`config.mk`:
```
export PLATFORM = sky130hd
export DESIGN_NAME = fifo_i2c_flat
export DESIGN_NICKNAME = d
export VERILOG_FILES = /design/src/rtl/fifo_i2c_if.sv /design/src/rtl/fifo_i2c.sv /design/src/flat_wrapper.sv
export SDC_FILE = /design/constraint.sdc
export NUM_CORES = 1
export LEC_CHECK = 0
export BUFFER_PORTS_ARGS = -buffer_cell sky130_fd_sc_hd__buf_2
export CAP_MARGIN = 25
export CORE_ASPECT_RATIO = 1.25
export CORE_MARGIN = 2
export CORE_UTILIZATION = 50
export CTS_BUF_LIST = sky130_fd_sc_hd__clkbuf_2 sky130_fd_sc_hd__clkbuf_4 sky130_fd_sc_hd__clkbuf_8
export DETAILED_ROUTE_END_ITERATION = 6
export HOLD_SLACK_MARGIN = 0.06
export PLACE_DENSITY = 0.63
export SLEW_MARGIN = 20
export SYNTH_ARGS = -nofsm -noshare
export SYNTH_HDL_FRONTEND = slang
export SYNTH_SLANG_ARGS = --single-unit
```
`constraint.sdc`:
```
create_clock -name PCLK -period 3.6 [get_ports PCLK]
set_input_delay 0.18 -clock PCLK [delete_from_list [all_inputs] [get_ports PCLK]]
set_output_delay 0.18 -clock PCLK [all_outputs]
set_load 0.005 [all_outputs]
```
`src/rtl/fifo_i2c_if.sv`:
```
// Bus bundle for fifo_i2c: push/pop handshake, head data, occupancy and error status.
interface fifo_i2c_if #(
    parameter int unsigned DWIDTH = 32,
    parameter int unsigned AWIDTH = 5
);
    logic              WR_ENA;
    logic [DWIDTH-1:0] DATA_IN;
    logic              RD_ENA;
    logic [DWIDTH-1:0] DATA_OUT;
    logic              FULL;
    logic              EMPTY;
    logic [AWIDTH:0]   COUNT;
    logic              ERR_CLR;
    logic              OVERFLOW;
    logic              UNDERFLOW;

    modport master (
        output WR_ENA, DATA_IN, RD_ENA, ERR_CLR,
        input  DATA_OUT, FULL, EMPTY, COUNT, OVERFLOW, UNDERFLOW
    );

    modport slave (
        input  WR_ENA, DATA_IN, RD_ENA, ERR_CLR,
        output DATA_OUT, FULL, EMPTY, COUNT, OVERFLOW, UNDERFLOW
    );
endinterface

```
`src/rtl/fifo_i2c.sv`:
```
// First-word-fall-through synchronous FIFO, 2^AWIDTH x DWIDTH, count-based full/empty.
// Define FIFO_I2C_ERR_FLAGS_EN to enable sticky OVERFLOW/UNDERFLOW flags.
module fifo_i2c #(
    parameter int unsigned DWIDTH = 32,
    parameter int unsigned AWIDTH = 5
) (
    input logic          PCLK,
    input logic          PRESET,
    fifo_i2c_if.slave    bus
);
    localparam int unsigned Depth = 2 ** AWIDTH;

    logic [AWIDTH-1:0] wr_ptr_q, wr_ptr_d;
    logic [AWIDTH-1:0] rd_ptr_q, rd_ptr_d;
    logic [AWIDTH:0]   count_q, count_d;
    logic [DWIDTH-1:0] mem_q [Depth];

    logic full, empty, push_ok, pop_ok;

    always_comb begin
        full    = (count_q == (AWIDTH + 1)'(Depth));
        empty   = (count_q == '0);
        // A full FIFO still takes a push when a pop frees the head slot on the same edge.
        push_ok = bus.WR_ENA && (!full || bus.RD_ENA);
        pop_ok  = bus.RD_ENA && !empty;

        wr_ptr_d = push_ok ? wr_ptr_q + 1'b1 : wr_ptr_q;
        rd_ptr_d = pop_ok ? rd_ptr_q + 1'b1 : rd_ptr_q;

        count_d = count_q;
        unique case ({push_ok, pop_ok})
            2'b10:   count_d = count_q + 1'b1;
            2'b01:   count_d = count_q - 1'b1;
            default: count_d = count_q;
        endcase
    end

    always_ff @(posedge PCLK) begin
        if (PRESET) begin
            wr_ptr_q <= '0;
            rd_ptr_q <= '0;
            count_q  <= '0;
        end else begin
            wr_ptr_q <= wr_ptr_d;
            rd_ptr_q <= rd_ptr_d;
            count_q  <= count_d;
        end
    end

    // Storage is not reset; zeroed pointers and count make stale words unreachable.
    always_ff @(posedge PCLK) begin
        if (!PRESET && push_ok) begin
            mem_q[wr_ptr_q] <= bus.DATA_IN;
        end
    end

    always_comb begin
        bus.DATA_OUT = empty ? '0 : mem_q[rd_ptr_q];
        bus.FULL     = full;
        bus.EMPTY    = empty;
        bus.COUNT    = count_q;
    end

`ifdef FIFO_I2C_ERR_FLAGS_EN
    logic ovf_q, ovf_d;
    logic udf_q, udf_d;

    // A set event wins over a coincident clear.
    always_comb begin
        ovf_d = bus.ERR_CLR ? 1'b0 : ovf_q;
        udf_d = bus.ERR_CLR ? 1'b0 : udf_q;
        if (bus.WR_ENA && full && !bus.RD_ENA) ovf_d = 1'b1;
        if (bus.RD_ENA && empty) udf_d = 1'b1;
    end

    always_ff @(posedge PCLK) begin
        if (PRESET) begin
            ovf_q <= 1'b0;
            udf_q <= 1'b0;
        end else begin
            ovf_q <= ovf_d;
            udf_q <= udf_d;
        end
    end

    always_comb begin
        bus.OVERFLOW  = ovf_q;
        bus.UNDERFLOW = udf_q;
    end
`else
    logic unused_err_clr;

    always_comb begin
        unused_err_clr = bus.ERR_CLR;
        bus.OVERFLOW   = 1'b0;
        bus.UNDERFLOW  = 1'b0;
    end
`endif
endmodule
```
`src/flat_wrapper.sv`:
```
// flat-port wrapper written by rule: the top's interface ports become plain ports
module fifo_i2c_flat 
#(
    parameter int unsigned DWIDTH = 32,
    parameter int unsigned AWIDTH = 5
)
  (PCLK, PRESET, bus_WR_ENA, bus_DATA_IN, bus_RD_ENA, bus_ERR_CLR, bus_DATA_OUT, bus_FULL, bus_EMPTY, bus_COUNT, bus_OVERFLOW, bus_UNDERFLOW);
  fifo_i2c_if #(.DWIDTH(DWIDTH), .AWIDTH(AWIDTH)) bus_i ();
  input logic PCLK;
  input logic PRESET;
  input wire logic [$bits(bus_i.WR_ENA)-1:0] bus_WR_ENA;
  input wire logic [$bits(bus_i.DATA_IN)-1:0] bus_DATA_IN;
  input wire logic [$bits(bus_i.RD_ENA)-1:0] bus_RD_ENA;
  input wire logic [$bits(bus_i.ERR_CLR)-1:0] bus_ERR_CLR;
  output wire logic [$bits(bus_i.DATA_OUT)-1:0] bus_DATA_OUT;
  output wire logic [$bits(bus_i.FULL)-1:0] bus_FULL;
  output wire logic [$bits(bus_i.EMPTY)-1:0] bus_EMPTY;
  output wire logic [$bits(bus_i.COUNT)-1:0] bus_COUNT;
  output wire logic [$bits(bus_i.OVERFLOW)-1:0] bus_OVERFLOW;
  output wire logic [$bits(bus_i.UNDERFLOW)-1:0] bus_UNDERFLOW;
  assign bus_i.WR_ENA = bus_WR_ENA;
  assign bus_i.DATA_IN = bus_DATA_IN;
  assign bus_i.RD_ENA = bus_RD_ENA;
  assign bus_i.ERR_CLR = bus_ERR_CLR;
  assign bus_DATA_OUT = bus_i.DATA_OUT;
  assign bus_FULL = bus_i.FULL;
  assign bus_EMPTY = bus_i.EMPTY;
  assign bus_COUNT = bus_i.COUNT;
  assign bus_OVERFLOW = bus_i.OVERFLOW;
  assign bus_UNDERFLOW = bus_i.UNDERFLOW;
  fifo_i2c #(.DWIDTH(DWIDTH), .AWIDTH(AWIDTH)) u_core (.PCLK(PCLK), .PRESET(PRESET), .bus(bus_i));
endmodule
```
---- After elaboration in Yosys (flattened, before gate mapping) ----
Memories as Yosys holds them, arrays and structs flattened. A register that Yosys moved wholly into a read port is not among the register bits.
Index checks and enable logic that the tools add are counted.
cells by class
  reduce and logical (&&, ||, !) cells .... 9
  equality and inequality tests ........... 3
  muxes and demuxes ....................... 6
  add/sub/neg operators ................... 4
operator list
  kind                 count
  $mux 32              1
  $pmux 6 s2           1
  $add 5x1->5 const B  2
  $mux 5               2
  $add 6x1->6 const B  1
  $eq 6x6->1 const B   1
  $logic_not 6->1      1
  $sub 6x1->6 const B  1
  $logic_and 1x1->1    3
  $logic_not 1->1      3
  $eq 2x1->1 const B   1
  $eq 2x2->1 const B   1
  $mux 1               2
  $reduce_bool 2->1    1
  $logic_or 1x1->1     1
storage, ports and cells
  output and inout port bits .............. 42
  bits of input ports ..................... 37
  memories kept ........................... 1
  logic and storage cells ................. 26
  bits in writable memories ............... 1024
  flip-flop bits (word level) ............. 16
memory list
  name          depth  bits a word  rd ports  clocked after Yosys merged registers in  wr ports  line            text
  u_core.mem_q  32     32           1         1                                        1         fifo_i2c.sv:16  logic [DWIDTH-1:0] mem_q [Depth];

---- Depth between registers and ports, before layout ----
  depth after elaboration ................. 7
  mapped depth ............................ 13

---- Worst setup path before layout ----
No wires, ideal clock.
  path type ............................... register -> register
  start point ............................. reg u_core.count_q[0], in the netlist u_core.bus.COUNT[0]
  end point ............................... reg u_core.count_q[5], in the netlist u_core.bus.COUNT[5]
  setup slack ............................. 0.323 ns
  cell stages (with the launch flop) ...... 13
  data required time ...................... 3.472 ns
  clock period less this slack ............ 3.277 ns
  buffers on the path ..................... 1
  data arrival time ....................... 3.149 ns
  setup time .............................. 0.128 ns
  path through ............................ dfxtp_1 -> or4_4 -> or3_1 -> buf_2 -> nand2_1 -> inv_1 -> ha_1 -> ha_1 -> or4b_2 -> a311o_1 -> o211ai_1 -> xnor2_1 -> nor2_1
on the way
  word-level cells in the longest chain between the ends .. 6
  elaborated cells on any way between the ends .. 13
  classes of those cells .................. add/sub: 2; eq/ne: 3; mux: 1; reduce/logical: 7
ends and longest elaborated chain
  item                                             line            text
  start: declaration                               fifo_i2c.sv:15  logic [AWIDTH:0] count_q, count_d;
  start signal: assignment                         fifo_i2c.sv:46  count_q <= count_d;
  $eq 6x6->1                                       fifo_i2c.sv:21  full = (count_q == (AWIDTH + 1)'(Depth));
  $logic_not 1->1                                  fifo_i2c.sv:24  push_ok = bus.WR_ENA && (!full || bus.RD_ENA);
  $logic_or 1x1->1                                 fifo_i2c.sv:24
  $logic_and 1x1->1                                fifo_i2c.sv:24
  $eq 2x1->1 or $eq 2x2->1 (tied branches)         fifo_i2c.sv:31  unique case ({push_ok, pop_ok})
  $pmux 6 s2 or $reduce_bool 2->1 (tied branches)  -
Several ways; a longest one is shown, not always the timed one.
A chain may end at the register's enable or synchronous reset.

---- Worst setup path after layout ----
  start point ............................. reg u_core.count_q[1], in the netlist u_core.bus.COUNT[1]
  end point ............................... reg u_core.count_q[5], in the netlist u_core.bus.COUNT[5]
Same word-level chain as after synthesis.

==> results.json <==
{
  "dp_slack_ns": 0.142,
  "hold_viol_final": 0,
  "fin_nets": 2019,
  "wl_um": 94700,
  "ir_drop_v": 0.000522,
  "drtAntennaViolNets": 0,
  "syn_inst": 1699,
  "r2r_start": "u_core.bus.COUNT[1]",
  "synth-edff-count": 1024,
  "slew_headroom": 0.357,
  "cts.sinks": 1045,
  "pwr_density_cell_nw_per_um2": 604,
  "finalSetupViolations": 0,
  "ys_seq_area_frac": 0.777,
  "layout_commonest_cell": "edfxtp_1",
  "drive_gt1_frac": 0.362,
  "drt_iter0_drc": 1839,
  "p_comb_frac": 0.180,
  "p_seq_frac": 0.490,
  "start_util": 0.503,
  "final_cell_mix": "edfxtp_1 (1024), mux4_2 (288), clkbuf_8 (158)",
  "tns_ns": 0,
  "cp.required_ns": 4.29,
  "fmax_ghz": 0.289,
  "area_growth_pct": 14.4,
  "cp-start-kind": "flip-flop",
  "gr-usage-all-layers": 0.236,
  "place.detailed.hpwl_um": 52000,
  "crit_start": "u_core.bus.COUNT[1]",
  "synthTopCellsByArea": "edfxtp_1 (77%), mux4_2 (16%), dfxtp_1 (1.0%)",
  "drcViolationCount": 0,
  "maxCapViolCount": 0,
  "final_max_slew_viol_count": 0,
  "status": "finished clean",
  "yosys_warnings": 0,
  "cts_made_buffers": 157,
  "synth_area_per_cell_um2": 23.6,
  "post-synth-top-area-cell": "edfxtp_1",
  "cp_data_arrival_time_ns": 4.15,
  "post-place-cells": 2832,
  "cts_buffer_depth": 3,
  "worst_slack_ns": 0.142,
  "fin_crit_ns": 3.46,
  "clockPowerShare": 0.330,
  "async_reset_ff_frac": 0,
  "clkLatencyLatePin_ns": 0.83,
  "power.switching_mw": 7.18,
  "cts_root_buf": "clkbuf_8",
  "clk_pin_slew_ns": 0.06,
  "p_leak_nw": 14.1,
  "fp.dieArea_um2": 82500,
  "grt_setup_unrepaired": "false",
  "first_pass_iters": 4,
  "routedWlPerCell_um": 30.1,
  "row_count": 116,
  "first_global_vias": 20125,
  "htreeDepth": 4,
  "timing.hold.ws_ns": 0.285,
  "num_vias": 19198,
  "grt_max_degree": 61,
  "final_cells": 3149,
  "io_pins": 79,
  "hold_path_class": "input port to flip-flop",
  "core-area_um2": 79700,
  "die_w_um": 257,
  "die_h_um": 321,
  "synth_top_area_frac": 0.767,
  "worstSetupPathType": "flip-flop to flip-flop",
  "internal-power_mw": 20.5,
  "post_dp_cell_area_um2": 42500,
  "cts_tree": "done",
  "switching_share": 0.259,
  "design_area_um2": 45900,
  "synth-main-ff-cell": "edfxtp_1",
  "grt_first_pass_wirelength_um": 137000,
  "post_drt_via_cell_ratio": 6.10,
  "yosysUniqueCellTypes": 48,
  "yosys_register_bits": 1045,
  "gp_congestion": 0.756,
  "grt_antenna_before_repair": 6,
  "place.port_buffers": 75,
  "syn_area_um2": 40100,
  "worstPathMaxFanout": 9,
  "overflow": 0,
  "fin_skew_ns": 0.0214,
  "critPathCaptureType": "flip-flop",
  "hold_path.startpoint": "PRESET",
  "worst_pin_slew_ns": 0.963,
  "post-route-period-util": 0.961
}
layout make-up:
| cell class | count | area (um^2) |
|---|---|---|
| inverter | 41 | 154 |
| antenna | 1 | 2.50 |
| sequential | 1045 | 31200 |
| fill | 5734 | 33800 |
| multi-input combinational | 521 | 8540 |
| clock inverter | 70 | 398 |
| tap | 1062 | 1330 |
| clock buffer | 204 | 2520 |
| timing repair buffer | 205 | 1740 |
power groups by stage:
stage / clock [mW] / combinational, mW / sequential (mW)
after global placement: 0 / 4.80 / 13.9
after detailed placement: 0 / 4.86 / 13.9
after global routing: 9.88 / 5.35 / 13.6
after floorplan: 0 / 3.17 / 13.8
after CTS: 9.36 / 5.06 / 13.6
final: 9.15 / 4.99 / 13.6
path summary, 6_finish.rpt:
check / end / slack [ns] / depth (start not counted)
worst max register to register: u_core.bus.COUNT[5] / 0.14 / 11
worst min-delay path: u_core.rd_ptr_q[0] / 0.29 / 3
worst max-delay path: u_core.bus.COUNT[5] / 0.14 / 11
worst min register to register: flip-flop / 0.49 / 2
logic make-up after synthesis:
family,Yosys count,share of synthesized area
multiplexers,321,0.170
adder cells (fa/ha/maj),11,0.00362
flip-flops,1045,0.777
XOR/XNOR,7,0.00153
other,1,0.0000935
AND/OR/NAND/NOR,94,0.0111
buffers and inverters,134,0.0168
AO/OA/AOI/OAI,86,0.0195
synthesized netlist by cell type, drive strengths merged (2+ instances only):
master,count
edfxtp,1024
mux4,288
buf,58
nor2,46
clkbuf,35
mux2i,33
a221oi,32
o221ai,32
inv,24
dfxtp,21
clkinv,17
nand2,17
ha,10
a21oi,7
o21ai,7
or3,7
nand3,5
xor2,5
nor2b,4
or3b,3
nand3b,2
nor3,2
or2,2
xnor2,2
metrics by stage:
stage	total power, mW	utilization
detailed placement	18.7	0.533
global route	28.8	0.576
CTS	28.0	0.575
floorplan	16.9	-
global placement	18.7	0.533
finish	27.7	0.576
flip-flops by register name (all words and copies together) (netlist names), named ones only:
register          cells
u_core.rd_ptr_q       5
u_core.bus.COUNT      6
u_core.mem_q       1024
u_core.wr_ptr_q       5
worst max-delay path, stage by stage (launching register included):
cell      delay, ns
dfxtp_1        0.36
or4_4          0.56
or3_2          0.44
nand2_1        0.14
inv_1          0.06
ha_1           0.28
ha_1           0.25
or4b_2         0.65
a311o_1        0.30
o211ai_1       0.11
xnor2_1        0.15
nor2_1         0.05
layer usage:
| layer | GRT usage | up-vias | routed length [um] |
|---|---|---|---|
| li1 | - | 7844 | - |
| met4 | 0.0703 | 4 | 2090 |
| met1 | 0.308 | 10398 | 36800 |
| met2 | 0.399 | 789 | 49100 |
| met3 | 0.0524 | 163 | 6670 |
| met5 | 0 | - | 28 |
repair_timing:
| item | in CTS | in global routing |
|---|---|---|
| pin swaps | 0 | 0 |
| setup buffers | 6 | 0 |
| hold buffers | 36 | 0 |
| resized for setup | 2 | 3 |
| setup endpoints to repair | 30 | 3 |
| endpoints found under the hold margin | 1045 | 0 |
(Power assumes the default switching activity.)
